--- src/rtl/lin_rom_tt_probe.sv ---
// lin_rom_tt_probe
// Characterisation harness for an N-input, single-output combinational
// function. A run sweeps every input pattern and captures the response
// into a truth table while counting the onset. It then checks whether the
// function is invariant under XOR translation by a latched vector, and
// finally streams the truth table out one bit per valid/ready transfer.
//
// All outputs are registers. The FSM uses a two-process style: one
// always_comb block computes the next value of every register, and one
// always_ff block commits those values. The truth table storage has no
// reset, so it is written from its own clocked block.

module lin_rom_tt_probe #(
  parameter int N = 7
) (
  input  logic         clk,
  input  logic         rst,
  input  logic         start,
  input  logic [N-1:0] vec_a,
  output logic [N-1:0] x,
  input  logic         y,
  output logic         busy,
  output logic         done,
  output logic [N:0]   onset_cnt,
  output logic         invariant,
  output logic         tt_bit,
  output logic         tt_valid,
  input  logic         tt_ready
);

  localparam int           DEPTH    = 1 << N;
  localparam logic [N-1:0] IDX_ZERO = {N{1'b0}};
  localparam logic [N-1:0] IDX_ONE  = {{(N-1){1'b0}}, 1'b1};
  localparam logic [N-1:0] IDX_LAST = {N{1'b1}};
  localparam logic [N:0]   CNT_ZERO = {(N+1){1'b0}};

  typedef enum logic [2:0] {
    S_IDLE    = 3'd0,
    S_CAPTURE = 3'd1,
    S_CHECK   = 3'd2,
    S_STREAM  = 3'd3,
    S_DONE    = 3'd4
  } state_t;

  // Architectural state
  state_t           r_state;
  logic [N-1:0]     r_idx;
  logic [N-1:0]     r_a;
  logic [N-1:0]     r_x;
  logic [N:0]       r_onset;
  logic             r_inv;
  logic             r_busy;
  logic             r_done;
  logic             r_tt_bit;
  logic             r_tt_valid;
  logic [DEPTH-1:0] r_tt;

  // Next-state values
  state_t           w_state_nxt;
  logic [N-1:0]     w_idx_nxt;
  logic [N-1:0]     w_a_nxt;
  logic [N-1:0]     w_x_nxt;
  logic [N:0]       w_onset_nxt;
  logic             w_inv_nxt;
  logic             w_busy_nxt;
  logic             w_done_nxt;
  logic             w_tt_bit_nxt;
  logic             w_tt_valid_nxt;
  logic             w_tt_we;
  logic [N-1:0]     w_idx_inc;
  logic             w_idx_last;
  logic             w_mismatch;

  assign w_idx_inc  = r_idx + IDX_ONE;
  assign w_idx_last = (r_idx == IDX_LAST);
  // The table entry and its translated partner for the current CHECK step
  assign w_mismatch = (r_tt[r_idx] != r_tt[r_idx ^ r_a]);

  // Next-state and next-output computation for every register
  always_comb begin
    w_state_nxt    = r_state;
    w_idx_nxt      = r_idx;
    w_a_nxt        = r_a;
    w_x_nxt        = r_x;
    w_onset_nxt    = r_onset;
    w_inv_nxt      = r_inv;
    w_busy_nxt     = r_busy;
    w_done_nxt     = 1'b0;
    w_tt_bit_nxt   = r_tt_bit;
    w_tt_valid_nxt = r_tt_valid;
    w_tt_we        = 1'b0;

    case (r_state)
      S_IDLE: begin
        if (start) begin
          w_a_nxt     = vec_a;
          w_onset_nxt = CNT_ZERO;
          w_inv_nxt   = 1'b1;
          w_idx_nxt   = IDX_ZERO;
          w_x_nxt     = IDX_ZERO;
          w_busy_nxt  = 1'b1;
          w_state_nxt = S_CAPTURE;
        end else begin
          w_state_nxt = S_IDLE;
        end
      end

      S_CAPTURE: begin
        // x already equals idx, so y is the response for this pattern
        w_tt_we     = 1'b1;
        w_onset_nxt = r_onset + {{N{1'b0}}, y};
        if (w_idx_last) begin
          w_idx_nxt   = IDX_ZERO;
          w_x_nxt     = IDX_ZERO;
          w_state_nxt = S_CHECK;
        end else begin
          w_idx_nxt = w_idx_inc;
          w_x_nxt   = w_idx_inc;
        end
      end

      S_CHECK: begin
        // Once cleared, invariant stays low for the remainder of the run
        if (w_mismatch) begin
          w_inv_nxt = 1'b0;
        end else begin
          w_inv_nxt = r_inv;
        end
        if (w_idx_last) begin
          // Present the first stream bit in the first STREAM cycle
          w_idx_nxt      = IDX_ZERO;
          w_tt_valid_nxt = 1'b1;
          w_tt_bit_nxt   = r_tt[IDX_ZERO];
          w_state_nxt    = S_STREAM;
        end else begin
          w_idx_nxt = w_idx_inc;
        end
      end

      S_STREAM: begin
        // tt_valid is always high here, so a transfer is just tt_ready
        if (tt_ready) begin
          if (w_idx_last) begin
            w_idx_nxt      = IDX_ZERO;
            w_tt_valid_nxt = 1'b0;
            w_tt_bit_nxt   = 1'b0;
            w_busy_nxt     = 1'b0;
            w_done_nxt     = 1'b1;
            w_state_nxt    = S_DONE;
          end else begin
            w_idx_nxt    = w_idx_inc;
            w_tt_bit_nxt = r_tt[w_idx_inc];
          end
        end else begin
          // Stalled: hold data and valid stable
          w_idx_nxt = r_idx;
        end
      end

      S_DONE: begin
        // start is deliberately not looked at in this cycle
        w_x_nxt     = IDX_ZERO;
        w_idx_nxt   = IDX_ZERO;
        w_state_nxt = S_IDLE;
      end

      default: begin
        w_state_nxt    = S_IDLE;
        w_idx_nxt      = IDX_ZERO;
        w_x_nxt        = IDX_ZERO;
        w_busy_nxt     = 1'b0;
        w_tt_valid_nxt = 1'b0;
        w_tt_bit_nxt   = 1'b0;
      end
    endcase
  end

  // Commit FSM state and registered outputs; async reset discards any run
  always_ff @(posedge clk or posedge rst) begin
    if (rst) begin
      r_state    <= S_IDLE;
      r_idx      <= IDX_ZERO;
      r_a        <= IDX_ZERO;
      r_x        <= IDX_ZERO;
      r_onset    <= CNT_ZERO;
      r_inv      <= 1'b0;
      r_busy     <= 1'b0;
      r_done     <= 1'b0;
      r_tt_bit   <= 1'b0;
      r_tt_valid <= 1'b0;
    end else begin
      r_state    <= w_state_nxt;
      r_idx      <= w_idx_nxt;
      r_a        <= w_a_nxt;
      r_x        <= w_x_nxt;
      r_onset    <= w_onset_nxt;
      r_inv      <= w_inv_nxt;
      r_busy     <= w_busy_nxt;
      r_done     <= w_done_nxt;
      r_tt_bit   <= w_tt_bit_nxt;
      r_tt_valid <= w_tt_valid_nxt;
    end
  end

  // Truth-table capture; contents survive reset and are overwritten each run
  always_ff @(posedge clk) begin
    if (w_tt_we) begin
      r_tt[r_idx] <= y;
    end
  end

  assign x         = r_x;
  assign busy      = r_busy;
  assign done      = r_done;
  assign onset_cnt = r_onset;
  assign invariant = r_inv;
  assign tt_bit    = r_tt_bit;
  assign tt_valid  = r_tt_valid;

endmodule

--- config.mk ---
export PLATFORM = sky130hd
export DESIGN_NAME = lin_rom_tt_probe
export DESIGN_NICKNAME = d
export VERILOG_FILES = /design/src/rtl/lin_rom_tt_probe.sv
export SDC_FILE = /design/constraint.sdc
export NUM_CORES = 1
export LEC_CHECK = 0
export CAP_MARGIN = 20
export CORE_MARGIN = 2
export CORE_UTILIZATION = 40
export DETAILED_ROUTE_END_ITERATION = 7
export PLACE_DENSITY = 0.6
export SYNTH_ARGS = -nofsm -noshare
export SYNTH_HDL_FRONTEND = slang
export SYNTH_SLANG_ARGS = --single-unit
--- constraint.sdc ---
create_clock -name clk -period 5.76 [get_ports clk]
set_input_delay 1.152 -clock clk [delete_from_list [all_inputs] [get_ports clk]]
set_output_delay 1.152 -clock clk [all_outputs]
set_load 0.005 [all_outputs]
==> reports/metrics.cfg <==
[clock_network]
clk_pin_slew_ps=70
cts_num_sinks=165
clk_path_buf_depth=2
cts_htree_levels=4
postCtsHoldBufs=0
cts_resized=0
numCtsBuffers=17
tritoncts=yes
cts_setup_buffers=0
clock-root-buffer=clkbuf_16
insertion_delay_ps=440

[flow_run]
maxCapViolations=0

[final_layout]
final_nets=717
multi_input_area_mm2=0.00442
seq_area_mm2=0.00477
drive_above_1_share=0.248
syn2layout_area_growth_pct=13.3
fill_cells=2073
fin_cells=1034
diodes=0

[synth]
syn-num-nets=702
synth_cell_types=49
synth-seq-area-share=0.507
synthCells=687
synth_ff_type=edfxtp_1
syn_avg_cell_area_um2=13.7
yosys_warnings=0
synth-edff-count=128
synth_area_mm2=0.00941
ys_ff_latch=165
synth-async-reset-ratio=0.224

[sta]
timing.slew.headroom=0.269
rsz0062_at_grt=no
setup_violations=0
slew_violations=0
fmaxAchievable_mhz=246
layout_min_cycle_time_ps=4070
fin_tns_setup_ps=0
hold_violations=0
tightestPinTransition_ps=1090
finalCritPeriodShare=0.706
fin_skew_ps=13.9

[floorplanning]
die-area_mm2=0.0248
die_h_um=157
die_w_um=157
coreArea_mm2=0.0233
io_pins=32
start_util=0.404
rows=56

[pwr]
power_frac_seq=0.342
powerDensity_mw_per_mm2=406
p_int_uw=2860
clkPwrFrac=0.279
switching_share=0.339
ir_drop_mv=0.197
p_leak_uw=0.00346
power_switching_uw=1470
combPwrFrac=0.379

[worst_setup_path]
slowest_stage=dfrtp_4
critPathLaunchType=flop
cp-end-kind=flop
max_stage_delay_ps=670
crit_top_cell=mux4_2
criticalPathCategory=reg -> reg
path_cells=xnor2_4 > buf_4 > mux4_2 > mux4_2 > a22oi_1 > and3_1 > o311ai_1 > xor2_1 > a2111o_1
reg2reg_depth=9
required_ps=6070
cp_max_fo=27
path_delay_family=multiplexers
crit_cells=9
arrival_ps=4370
crit_buf_inv=1

[routing]
routed_via_density=6.18
wl_per_cell_um=24.4
route.met2.wl_um=12200
ant_nets=0
routed_wl_um=25300
met1Wirelength_um=10500
route.met3.wl_um=1830
first_pass_iters=5
first_iter_violations=791
routed-via-count=6394
drc=0
highest_layer=met4

[global_route]
grt_max_degree=82
globalRouteTotalUtil=0.212
grt_pass1_vias=6322
gr-total-overflow=0
grt_first_pass_wirelength_um=38500
antenna_found_initial=0

[placement]
port_buffers=31
dp_cells=1001
hpwl_um=16700
gp_congestion=0.887

[hold_path]
holdPathStages=2
hp-class=reg -> reg

[status]
status=complete, no violations

[logic make-up after synthesis]
kind of cell | count (synthesis) | synth area share
mux | 135 | 0.295
simple gates | 245 | 0.110
fa+ha+maj | 3 | 0.00399
flops | 165 | 0.507
compound gates | 69 | 0.0454
xor+xnor | 13 | 0.0129
buf+inv | 57 | 0.0257
[flip-flops by register name, indices dropped and copies added, names as in the netlist]
register / flops
r_state: 3
x: 7
r_a: 7
done: 1
onset_cnt: 8
busy: 1
r_idx: 7
invariant: 1
r_tt: 128
tt_bit: 1
tt_valid: 1
[cell usage in the layout, fill, tap and decap left out, types with 8 or more instances in the layout]
master           count
a21oi_1             12
edfxtp_1           128
clkbuf_16           17
dfrtp_1             35
nor2_1             151
mux4_2             113
mux2_2               9
nand3_1             17
buf_4               12
mux2i_1             13
clkdlybuf4s50_1     30
nor2b_1             10
nand2_1             40
inv_1                8
o21ai_0             31
[synth_stat cells (all sizes together), types with 5 or more instances]
cell type  instances  area [um2]
a22oi              6        45.0
nor3               6        30.0
clkbuf            35         131
o21ai             31         155
nor2b             10        62.6
nor2             151         567
nand3             17        85.1
mux4             113        2540
buf               13        76.3
nand2             40         150
dfrtp             37         926
a21oi             12        60.1
xnor2              6        60.1
xor2               7        61.3
and3               5        31.3
mux2i             13         130
edfxtp           128        3840
inv                9        33.8
mux2               9         101
[routing by layer]
metal | vias up | GRT usage
li1 | 2698 | -
met5 | - | 0
met4 | 0 | 0.0775
met3 | 55 | 0.0441
met2 | 334 | 0.338
met1 | 3307 | 0.290
[path summary, 6_finish.rpt]
| path | start | to | slack, ps |
|---|---|---|---|
| setup / recovery | r_idx[0] | invariant | 1690 |
| hold / removal | x[4] | x[4] | 480 |
| setup reg to reg | r_idx[0] | invariant | 1690 |
| hold reg to reg | x[4] | x[4] | 480 |
| max in group asynchronous | rst | r_idx[0] | 4230 |
| min in group asynchronous | rst | onset_cnt[0] | 1140 |
[power groups by stage]
stage	clock [uW]	combinational [uW]	sequential, uW
final	1210	1640	1480
after global routing	1270	1740	1500
after CTS	1220	1640	1480
after detailed placement	0	1630	1510
after global placement	0	1610	1500
after floorplan	0	1270	1380
[through the flow]
| step | util | instance area [um2] | hold WS [ps] | setup WS [ps] | total power, uW |
|---|---|---|---|---|---|
| detailed placement | 0.431 | 10000 | 478 | 1690 | 3130 |
| CTS | 0.457 | 10600 | 492 | 1650 | 4340 |
| global route | 0.458 | 10700 | 510 | 1470 | 4500 |
| floorplan | - | 9410 | 473 | 2560 | 2650 |
| finish | 0.458 | 10700 | 485 | 1690 | 4320 |
| global placement | 0.431 | 10000 | 476 | 1750 | 3120 |
[tightest hold or removal path: stages, from the launching register on]
cell	delay, ps
dfrtp_1	350
nand2_1	50
o21ai_0	60
[cell type report]
| class | instances | area share |
|---|---|---|
| repair buffers | 44 | 0.0385 |
| clock inverters | 15 | 0.0180 |
| flip-flops and latches | 165 | 0.448 |
| multi-input cells | 465 | 0.415 |
| clock buffers | 17 | 0.0399 |
| inverters | 9 | 0.00317 |
| well taps | 319 | 0.0375 |
(Power assumes the default switching activity.)
